===== src/rtl/char_glyph_render.sv =====
// Purpose : text-mode pixel stage; 4x5 font ROM lookup per character cell, RGB plus delayed syncs.
// Latency : exactly 2 clk from inputs to rgb/video_on_out/hsync_out/vsync_out.
// Backpressure: none; free-running pixel stream, one pixel accepted and produced every clk.
//
// Ports:
//   clk, rst_n               pixel clock, async active-low reset
//   char_code[5:0]           character code for the current pixel (6'h3F = blank)
//   xcoor[9:0], ycoor[8:0]   pixel coordinates that produced char_code
//   video_on_in, hsync_in, vsync_in   active-video flag and active-low syncs
//   cursor_col[4:0]          cursor character column (cursor build only)
//   rgb[5:0]                 pixel colour RRGGBB
//   video_on_out, hsync_out, vsync_out   inputs delayed by 2 clk
//
// Optional feature: define CURSOR_BLINK_EN to build the blinking underline cursor.
module char_glyph_render #(
   parameter int         X_START      = 0,
   parameter int         Y_START      = 100,
   parameter int         N_CHARS      = 32,
   parameter logic [5:0] FG_COLOR     = 6'h3F,
   parameter logic [5:0] BG_COLOR     = 6'h00,
   parameter int         BLINK_FRAMES = 30
) (
   input  logic       clk,
   input  logic       rst_n,
   input  logic [5:0] char_code,
   input  logic [9:0] xcoor,
   input  logic [8:0] ycoor,
   input  logic       video_on_in,
   input  logic       hsync_in,
   input  logic       vsync_in,
   input  logic [4:0] cursor_col,
   output logic [5:0] rgb,
   output logic       video_on_out,
   output logic       hsync_out,
   output logic       vsync_out
);

   localparam logic [10:0] X_LO  = 11'(X_START);
   localparam logic [10:0] X_W   = 11'(4 * N_CHARS);
   localparam logic [9:0]  Y_LO  = 10'(Y_START);

   // Each glyph is five 4-bit rows packed top row first; bit3 of a row is the leftmost pixel.
   function automatic logic [19:0] font_glyph(input logic [5:0] code);
      logic [19:0] g;
      case (code)
         6'd0:  g = 20'h69996;
         6'd1:  g = 20'h26227;
         6'd2:  g = 20'hE168F;
         6'd3:  g = 20'hE161E;
         6'd4:  g = 20'h99F11;
         6'd5:  g = 20'hF8E1E;
         6'd6:  g = 20'h68E96;
         6'd7:  g = 20'hF1244;
         6'd8:  g = 20'h69696;
         6'd9:  g = 20'h69716;
         6'd10: g = 20'h69F99;  // A
         6'd11: g = 20'hE9E9E;
         6'd12: g = 20'h78887;
         6'd13: g = 20'hE999E;
         6'd14: g = 20'hF8E8F;
         6'd15: g = 20'hF8E88;
         6'd16: g = 20'h78B97;
         6'd17: g = 20'h99F99;
         6'd18: g = 20'h72227;
         6'd19: g = 20'h11196;
         6'd20: g = 20'h9ACA9;  // K
         6'd21: g = 20'h8888F;
         6'd22: g = 20'h9FF99;
         6'd23: g = 20'h9DB99;
         6'd24: g = 20'h69996;
         6'd25: g = 20'hE9E88;
         6'd26: g = 20'h699B7;
         6'd27: g = 20'hE9EA9;
         6'd28: g = 20'h7861E;
         6'd29: g = 20'hF2222;
         6'd30: g = 20'h99996;
         6'd31: g = 20'h999A4;
         6'd32: g = 20'h99FF9;
         6'd33: g = 20'h99699;
         6'd34: g = 20'h99716;
         6'd35: g = 20'hF168F;  // Z
         default: g = 20'h00000;
      endcase
      return g;
   endfunction

   // ---------------- stage 1: window decode ----------------
   logic [10:0] x_diff;
   logic [9:0]  y_diff;
   logic        in_win_d;
   logic [3:0]  row_d;

   // Subtracting the window origin lets a single unsigned compare cover both edges:
   // coordinates left of / above the origin wrap to large values.
   always_comb begin
      x_diff   = {1'b0, xcoor} - X_LO;
      y_diff   = {1'b0, ycoor} - Y_LO;
      in_win_d = (x_diff < X_W) && (y_diff <= 10'd5);
      row_d    = (y_diff > 10'd15) ? 4'hF : y_diff[3:0];
   end

   logic [5:0] code_q;
   logic [1:0] col_q;
   logic [3:0] row_q;
   logic       in_win_q;
   logic       vo_q;
   logic       hs_q;
   logic       vs_q;

   always_ff @(posedge clk or negedge rst_n) begin
      if (!rst_n) begin
         code_q   <= 6'h00;
         col_q    <= 2'd0;
         row_q    <= 4'd0;
         in_win_q <= 1'b0;
         vo_q     <= 1'b0;
         hs_q     <= 1'b1;
         vs_q     <= 1'b1;
      end else begin
         code_q   <= char_code;
         col_q    <= xcoor[1:0];
         row_q    <= row_d;
         in_win_q <= in_win_d;
         vo_q     <= video_on_in;
         hs_q     <= hsync_in;
         vs_q     <= vsync_in;
      end
   end

   // ---------------- cursor ----------------
   logic cursor_pix;

`ifdef CURSOR_BLINK_EN
   localparam int CW = (BLINK_FRAMES > 1) ? $clog2(BLINK_FRAMES) : 1;

   logic          cur_hit_d;
   logic          cur_hit_q;
   logic          vs_fall;
   logic [CW-1:0] blink_cnt;
   logic          blink_phase;

   // Cell index is x_diff >> 2; out-of-range columns never match.
   assign cur_hit_d = (x_diff[10:2] == {4'b0000, cursor_col}) && (int'(cursor_col) < N_CHARS);

   // Falling edge seen between stage-1 vsync and its stage-2 copy.
   assign vs_fall = !vs_q && vsync_out;

   always_ff @(posedge clk or negedge rst_n) begin
      if (!rst_n) begin
         cur_hit_q   <= 1'b0;
         blink_cnt   <= '0;
         blink_phase <= 1'b0;
      end else begin
         cur_hit_q <= cur_hit_d;
         if (vs_fall) begin
            if (blink_cnt == CW'(BLINK_FRAMES - 1)) begin
               blink_cnt   <= '0;
               blink_phase <= ~blink_phase;
            end else begin
               blink_cnt <= blink_cnt + 1'b1;
            end
         end
      end
   end

   assign cursor_pix = blink_phase && cur_hit_q && in_win_q && (row_q == 4'd5);
`else
   localparam int unused_blink_frames = BLINK_FRAMES;
   logic unused_cursor;
   assign unused_cursor = ^cursor_col;
   assign cursor_pix    = 1'b0;
`endif

   // ---------------- stage 2: glyph pixel and colour ----------------
   logic [19:0] glyph;
   logic [3:0]  bits;
   logic        pix;
   logic [5:0]  rgb_d;

   always_comb begin
      glyph = font_glyph(code_q);
      case (row_q[2:0])
         3'd0:    bits = glyph[19:16];
         3'd1:    bits = glyph[15:12];
         3'd2:    bits = glyph[11:8];
         3'd3:    bits = glyph[7:4];
         3'd4:    bits = glyph[3:0];
         default: bits = 4'h0;
      endcase
      pix   = (in_win_q && (row_q < 4'd5) && bits[2'd3 - col_q]) || cursor_pix;
      rgb_d = !vo_q ? 6'h00 : (pix ? FG_COLOR : BG_COLOR);
   end

   always_ff @(posedge clk or negedge rst_n) begin
      if (!rst_n) begin
         rgb          <= 6'h00;
         video_on_out <= 1'b0;
         hsync_out    <= 1'b1;
         vsync_out    <= 1'b1;
      end else begin
         rgb          <= rgb_d;
         video_on_out <= vo_q;
         hsync_out    <= hs_q;
         vsync_out    <= vs_q;
      end
   end

endmodule


===== config.mk =====
export PLATFORM = sky130hd
export DESIGN_NAME = char_glyph_render
export DESIGN_NICKNAME = d
export VERILOG_FILES = /design/src/rtl/char_glyph_render.sv
export SDC_FILE = /design/constraint.sdc
export NUM_CORES = 1
export LEC_CHECK = 0
export CORE_ASPECT_RATIO = 0.5
export CORE_MARGIN = 5
export CORE_UTILIZATION = 45
export CTS_BUF_LIST = sky130_fd_sc_hd__clkbuf_8
export CTS_CLUSTER_DIAMETER = 150
export DETAILED_ROUTE_END_ITERATION = 12
export MAX_ROUTING_LAYER = met4
export PLACE_DENSITY = 0.73
export SLEW_MARGIN = 20
export SYNTH_ARGS = -nofsm -noshare
export SYNTH_HDL_FRONTEND = slang
export SYNTH_SLANG_ARGS = --single-unit

===== constraint.sdc =====
create_clock -name clk -period 3.95 [get_ports clk]
set_clock_uncertainty 0.15 [all_clocks]
set_input_delay 0.395 -clock clk [delete_from_list [all_inputs] [get_ports clk]]
set_output_delay 0.395 -clock clk [all_outputs]
set_load 0.02 [all_outputs]

==> results of run 1 <==
per-layer routing:
metal | vias to the layer above | track usage [%]
li1 | 857 | -
met1 | 821 | 22.1
met2 | 131 | 25.2
met3 | 10 | 4.77
met4 | 0 | 5.37
met5 | - | -
power by group:
group	switching [mW]	leakage (nW)	internal (mW)
Combinational	0.0665	0.594	0.0654
Sequential	0.0196	0.222	0.214
Clock	0.0592	0.0357	0.135
area by class of cell:
type / count / area share [%]
well taps: 54 / 3.04
multi-input cells: 166 / 53.6
repair buffers: 35 / 15.5
flip-flops and latches: 20 / 22.8
clock inverters: 1 / 1.35
clock buffers: 3 / 1.86
inverters: 11 / 1.86
Yosys cell counts (all sizes together) (3+ instances only):
cell,count
nor3,5
clkbuf,6
nor2,9
o31ai,3
nor3b,4
inv,10
nand3,5
nor2b,6
nand3b,5
a21oi,12
nand2,19
o22ai,5
o21ai,10
o221ai,3
ha,11
buf,16
dfstp,4
a211o,5
and3,4
a221oi,7
o211ai,8
dfrtp,16
a31oi,3
nand2b,7
path summary, 6_finish.rpt:
path | cells after the start | end | start | slack, ns
min reg2reg | 0 | vsync_out$_DFF_PN1_ | vs_q$_DFF_PN1_ | 0.21
max | 9 | rgb[4]$_DFF_PN0_ | code_q[1]$_DFF_PN0_ | 1.06
min | 0 | vsync_out$_DFF_PN1_ | vs_q$_DFF_PN1_ | 0.21
max in group asynchronous | 1 | code_q[0]$_DFF_PN0_ | rst_n | 2.69
min in group asynchronous | 1 | row_q[1]$_DFF_PN0_ | rst_n | 0.46
max reg2reg | 9 | rgb[4]$_DFF_PN0_ | code_q[1]$_DFF_PN0_ | 1.06
logic make-up (layout without fill, tap and decap cells):
logic type                 count (synthesis)  after routing  synth area share (%)
muxes                                      5              5                  4.11
buffers and inverters                     33             50                  8.75
xor gates and xnor gates                   1              1                 0.471
and+or+nand+nor                           76             76                  23.7
adders and majority gates                 11             11                  7.41
AOI/OAI and AO/OA                         73             73                  28.4
DFF                                       20             20                  27.2
worst max-delay path, stage by stage, from the launching register on:
cell and delay, ns:
dfrtp_1 0.66, inv_1 0.21, ha_1 0.36, mux4_2 0.51, a221oi_2 0.22, nor3b_1 0.08
a311oi_1 0.26, nand3_1 0.12, o21ai_1 0.12, o22ai_1 0.08
through the flow:
step           instance area, sq um  hold WS (ns)
2_1_floorplan                  1860       -0.0506
3_3_place_gp                   2150         0.197
4_1_cts                        2220         0.208
3_5_place_dp                   2150         0.197
6_report                       2220         0.207
5_1_grt                        2220         0.216
placed cells by master (no fill, tap or decap), drive strengths merged, types with 3 or more instances in the layout:
master | synthesis | final
a21oi | 12 | 12
nor2b | 6 | 6
nor3 | 5 | 5
a31oi | 3 | 3
o211ai | 8 | 8
dfrtp | 16 | 16
o31ai | 3 | 3
nand3b | 5 | 5
o22ai | 5 | 5
dfstp | 4 | 4
a221oi | 7 | 7
clkbuf | 6 | 3
ha | 11 | 11
nand2 | 19 | 19
o221ai | 3 | 3
clkdlybuf4s50 | 0 | 33
nand2b | 7 | 7
a211o | 5 | 5
inv | 10 | 10
nor2 | 9 | 9
nand3 | 5 | 5
nor3b | 4 | 4
and3 | 4 | 4
o21ai | 10 | 10
==> summary.txt, run 1 <==
Final layout
  • N_diodes: 0
  • Max reg flops: 6
  • Final Non-Filler Cells: 290
  • Area growth syn-to-layout: 19.5%
  • Fin util: ~56%
  • FILL cells: roughly 340
  • Largest regs: code_q x6, row_q x4, col_q x2
  • Final net count: roughly 280
  • Share of layout cells above drive strength 1: about 9%
  • Reg area: between 500 and 600 sq um
  • Biggest register: code_q
  • Area of the multi-input gates: 1190 sq um

Detailed routing
  • Routed vias: about 1800
  • Via density: 6.27
  • Final antenna-violating net count: 0
  • Met3 WL: between 500 and 600 microns
  • WL met2: between 2000 and 2500 microns
  • Routed WL per cell: around 16 microns
  • DRC: 0
  • Starting DRC count in detailed routing: 235
  • Top Layer Used: met4
  • M1 WL: roughly 2000 microns
  • Final wirelength: about 4700 microns
  • Pre-antenna DRT Iters: 5

STA
  • Final Setup Violations: 0
  • RSZ-0062 raised after global routing: no
  • Fmax: 346 MHz
  • Final worst slack: between 1 and 1.5 ns
  • Setup TNS: 0 ns
  • Worst-margin pin slew: 0.964 ns
  • Slew HR: a little over a third
  • Final Slew Violations: 0
  • Count of final hold-check violations: 0
  • Fin crit period: 2.89 ns
  • Final Cycle Share: about three quarters

GRT
  • Initial antenna violation count: 0
  • Vias in the first global route: about 1700
  • Gr ovfl total: 0
  • First-pass GRT wire length: a little under 8000 microns
  • Total track usage: approximately 17%
  • Largest net degree at the start of global routing: 38

Logic synthesis
  • Yosys warns: 0
  • EDFF count, synth: 0
  • Number of synthesized register bits: 20
  • Post-Syn Area: between 1500 and 2000 sq um
  • Most used DFF post-synth: dfrtp_1
  • Count of cell types in the netlist: 57
  • Largest cells by area after synthesis: dfrtp_1 22%, ha_1 7.4%, dfstp_2 5.7%, nand2_1 3.8%, a21oi_1 3.2%
  • Seq/Total Area, Yosys: about 27%
  • Synth Area per Inst: roughly 8.5 sq um
  • Yosys top cell area share: about 22%
  • Asr flop ratio synth: between 90% and 100%
  • Mapped Cells: around 220
  • Net Count, Synth: around 270
  • Synth area leader: dfrtp_1

CTS
  • Clk Latency, worst-skew pair: 0.25 ns
  • CTS Buffer Depth: 2
  • Post-cts resize count: 0
  • TritonCTS Buffers: 3
  • TritonCTS Sinks: 20
  • Setup Fix Bufs, Post-CTS: 0
  • Hold buffer count at CTS: 0
  • Worst-path clk slew: around 0.07 ns
  • H-Tree Depth: 1
  • CTS tree: done
  • CTS Root Cell: clkbuf_8

Floorplan
  • I/O Pins: 44
  • Core Region: roughly 4000 sq um
  • Effective utilization at floorplan: 47.1%
  • Die area: 5590 sq um
  • Die Width: ~100 microns
  • Chip height: between 50 and 60 microns
  • Std cell rows: 16

Setup path
  • CP max FO: 15
  • Setup crit end kind: flop
  • Startpoint class of the critical path: flop
  • Critical path class: reg -> reg
  • Critical Path AT: 2.87 ns
  • CP required: between 3 and 4 ns

Placement
  • IO buf count: 33
  • Placed cells: ~290
  • Detail Placement HPWL: roughly 3300 microns
  • Pre-CTS setup slack: roughly 1.1 ns
  • Placer Congestion: approximately 0.96

Pwr
  • P_leak: about 0.85 nW
  • Max IR drop VDD: approximately 260 uV
  • Total Power: around 0.56 mW
  • Power Density: 252 nW/um^2

Outcome
  • Status: completed

Flow run
  • Max Cap Viol: 0

Hold path
  • Min-delay worst type: reg -> reg
Note: power is estimated with default switching activity, not from simulation.
==> run 2: changes to the inputs <==
Settings changed: PLACE_DENSITY 0.73 to 0.76.
Clock period 3.95 ns to 2.35 ns, I/O delays scaled along.
==> run 2 against run 1 <==
Against the previous run: combinational power is 120% higher; worst hold slack got worse by 0.038 ns; sequential power rose by 62%; global-route usage rose by 4.0 points; sequential share of layout area fell by 2.5 points; non-clock buffer count is 32 higher; power up 79%; cell count is 11% higher; clock power is 71% higher; critical path type unchanged.
==> summary.txt, run 2 (synthesized netlist as in run 1, its figures left out) <==
Outcome
  • Status: completed

STA
  • Final Setup Violations: 0 (unchanged)
  • RSZ-0062 raised after global routing: yes
  • Slew HR: 65.5% (+30 points)
  • Worst-margin pin slew: 0.517 ns (-0.447 ns)
  • Count of final hold-check violations: 0 (unchanged)
  • Fin crit period: 2.31 ns (-0.575 ns)
  • Fmax: 433 MHz (+25%)
  • Setup TNS: 0 ns (unchanged)
  • Final Cycle Share: 98.4% (+25 points)
  • Final Slew Violations: 0 (unchanged)
  • Fin Hold WS: 0.170 ns (-0.0375 ns)

Setup path
  • Crit path cell chain: inv_4, ha_4, mux4_2, a221oi_2, nor3b_2, a311oi_1, nand3_1, o21ai_2, o22ai_1
  • CP max FO: 7 (-8)
  • WP buf/inv: 1 (unchanged)
  • CP required: 2.34 ns (-1.60 ns)
  • Critical Path AT: 2.30 ns (-0.57 ns)
  • Setup crit end kind: flop
  • Crit-path max cell delay: 0.49 ns (-0.17 ns)
  • CP delay by family, top: compound AO/OA/AOI/OAI gates
  • Startpoint class of the critical path: flop
  • Critical path class: reg -> reg
  • Worst path slowest cell: mux4_2

CTS
  • CTS Root Cell: clkbuf_8
  • TritonCTS Buffers: 3 (unchanged)
  • H-Tree Depth: 1 (unchanged)
  • CTS Buffer Depth: 2 (unchanged)
  • CTS tree: done
  • Clk Latency, worst-skew pair: 0.25 ns (about the same)
  • Hold buffer count at CTS: 0 (unchanged)
  • Worst-path clk slew: 0.07 ns (about the same)
  • TritonCTS Sinks: 20 (unchanged)

Final layout
  • Largest regs: code_q x6, row_q x4, col_q x2
  • Final net count: 315 (+11%)
  • Biggest register: code_q
  • Max reg flops: 6 (unchanged)
  • Share of layout cells above drive strength 1: 22.8% (+14 points)
  • Commonest non-fill, non-tap cells in the layout: 33 x clkdlybuf4s50_1, 33 x buf_4, 19 x nand2_1
  • Fin area: 2500 sq um (+13%)
  • Final Non-Filler Cells: 322 (+11%)
  • N_diodes: 0 (unchanged)
  • Area growth syn-to-layout: 34.8%

Detailed routing
  • Starting DRC count in detailed routing: 193 (-18%)
  • Pre-antenna DRT Iters: 5 (unchanged)
  • DRC: 0 (unchanged)
  • Routed vias: 1953 (+7.4%)
  • Final wirelength: 5560 microns (+19%)
  • Via density: 6.07 (-3.3%)
  • Routed WL per cell: 17.3 microns (+7.2%)
  • Final antenna-violating net count: 0 (unchanged)

Pwr
  • Max IR drop VDD: 402 uV (+56%)
  • P_leak: 1.01 nW (+19%)
  • Power Density: 400 nW/um^2 (+59%)
  • Total Power: 1.00 mW (+79%)

Floorplan
  • Chip height: 55.4 microns (unchanged)
  • Std cell rows: 16 (unchanged)
  • Die Width: 101 microns (unchanged)
  • I/O Pins: 44 (unchanged)
  • Core Region: 3940 sq um (unchanged)
  • Effective utilization at floorplan: 47.1% (unchanged)
  • Die area: 5590 sq um (unchanged)

GRT
  • Total track usage: 20.9% (+4.0 points)
  • Initial antenna violation count: 0 (unchanged)
  • First-pass GRT wire length: 9210 microns (+19%)
  • Gr ovfl total: 0 (unchanged)
  • Largest net degree at the start of global routing: 24 (-37%)
  • Vias in the first global route: 1838 (+8.6%)

Hold path
  • Min-delay worst type: in -> async

Placement
  • Detail Placement HPWL: 4360 microns (+30%)
  • Placer Congestion: 0.980 (+1.8%)
  • Area of placed instances: 2400 sq um (+11%)
  • IO buf count: 33 (unchanged)
  • Placed cells: 317 (+11%)

Flow run
  • Max Cap Viol: 0 (unchanged)
run 2: cell types whose count changed in the layout (fill, tap and decap cells not counted), sizes merged:
| cell | change |
|---|---|
| buf | +32 |
run 2: power breakdown:
| part | leakage (nW) | total (mW) | internal [mW] | switching (mW) |
|---|---|---|---|---|
| combinational | 0.756 | 0.293 | 0.148 | 0.145 |
| clock | 0.0357 | 0.332 | 0.227 | 0.105 |
| sequential | 0.220 | 0.379 | 0.360 | 0.0184 |
run 2: path summary, 6_finish.rpt:
kind	slack, ns	cells past startpoint	from	end
min in group clk	0.21	0	hs_q$_DFF_PN1_	hsync_out$_DFF_PN1_
setup / recovery	0.04	9	code_q[1]$_DFF_PN0_	rgb[4]$_DFF_PN0_
hold reg to reg	0.21	0	hs_q$_DFF_PN1_	hsync_out$_DFF_PN1_
hold / removal	0.17	2	rst_n	row_q[0]$_DFF_PN0_
setup reg to reg	0.04	9	code_q[1]$_DFF_PN0_	rgb[4]$_DFF_PN0_
max in group asynchronous	1.62	2	rst_n	hsync_out$_DFF_PN1_
run 2: repair_timing:
action,4_1_cts,5_1_grt
endpoints found under the setup margin,1,1
setup buffers,0,1
resized for setup,2,7
pin swaps,0,4
run 2: through the flow:
stage | util, % | setup WS (ns)
2_1_floorplan | - | 0.00475
3_3_place_gp | 60.8 | -0.0292
3_5_place_dp | 60.8 | -0.0306
4_1_cts | 62.6 | 0.0284
5_1_grt | 63.5 | -0.0662
6_report | 63.5 | 0.0387
run 2: per-layer routing:
| layer | up-vias | track usage [%] | share of wire (%) |
|---|---|---|---|
| met5 | - | - | 0 |
| met4 | 0 | 7.87 | 2.7 |
| met3 | 21 | 3.64 | 9.2 |
| met2 | 113 | 30.6 | 43 |
| met1 | 902 | 28.8 | 45 |
| li1 | 917 | - | - |
run 2: layout make-up:
type,instances,area [sq um]
inverters,11,46.3
repair buffers,67,598
flip-flops and latches,20,508
clock inverters,1,30.0
fillers,347,1440
clock buffers,3,41.3
well taps,54,67.6
multi-input cells,166,1210
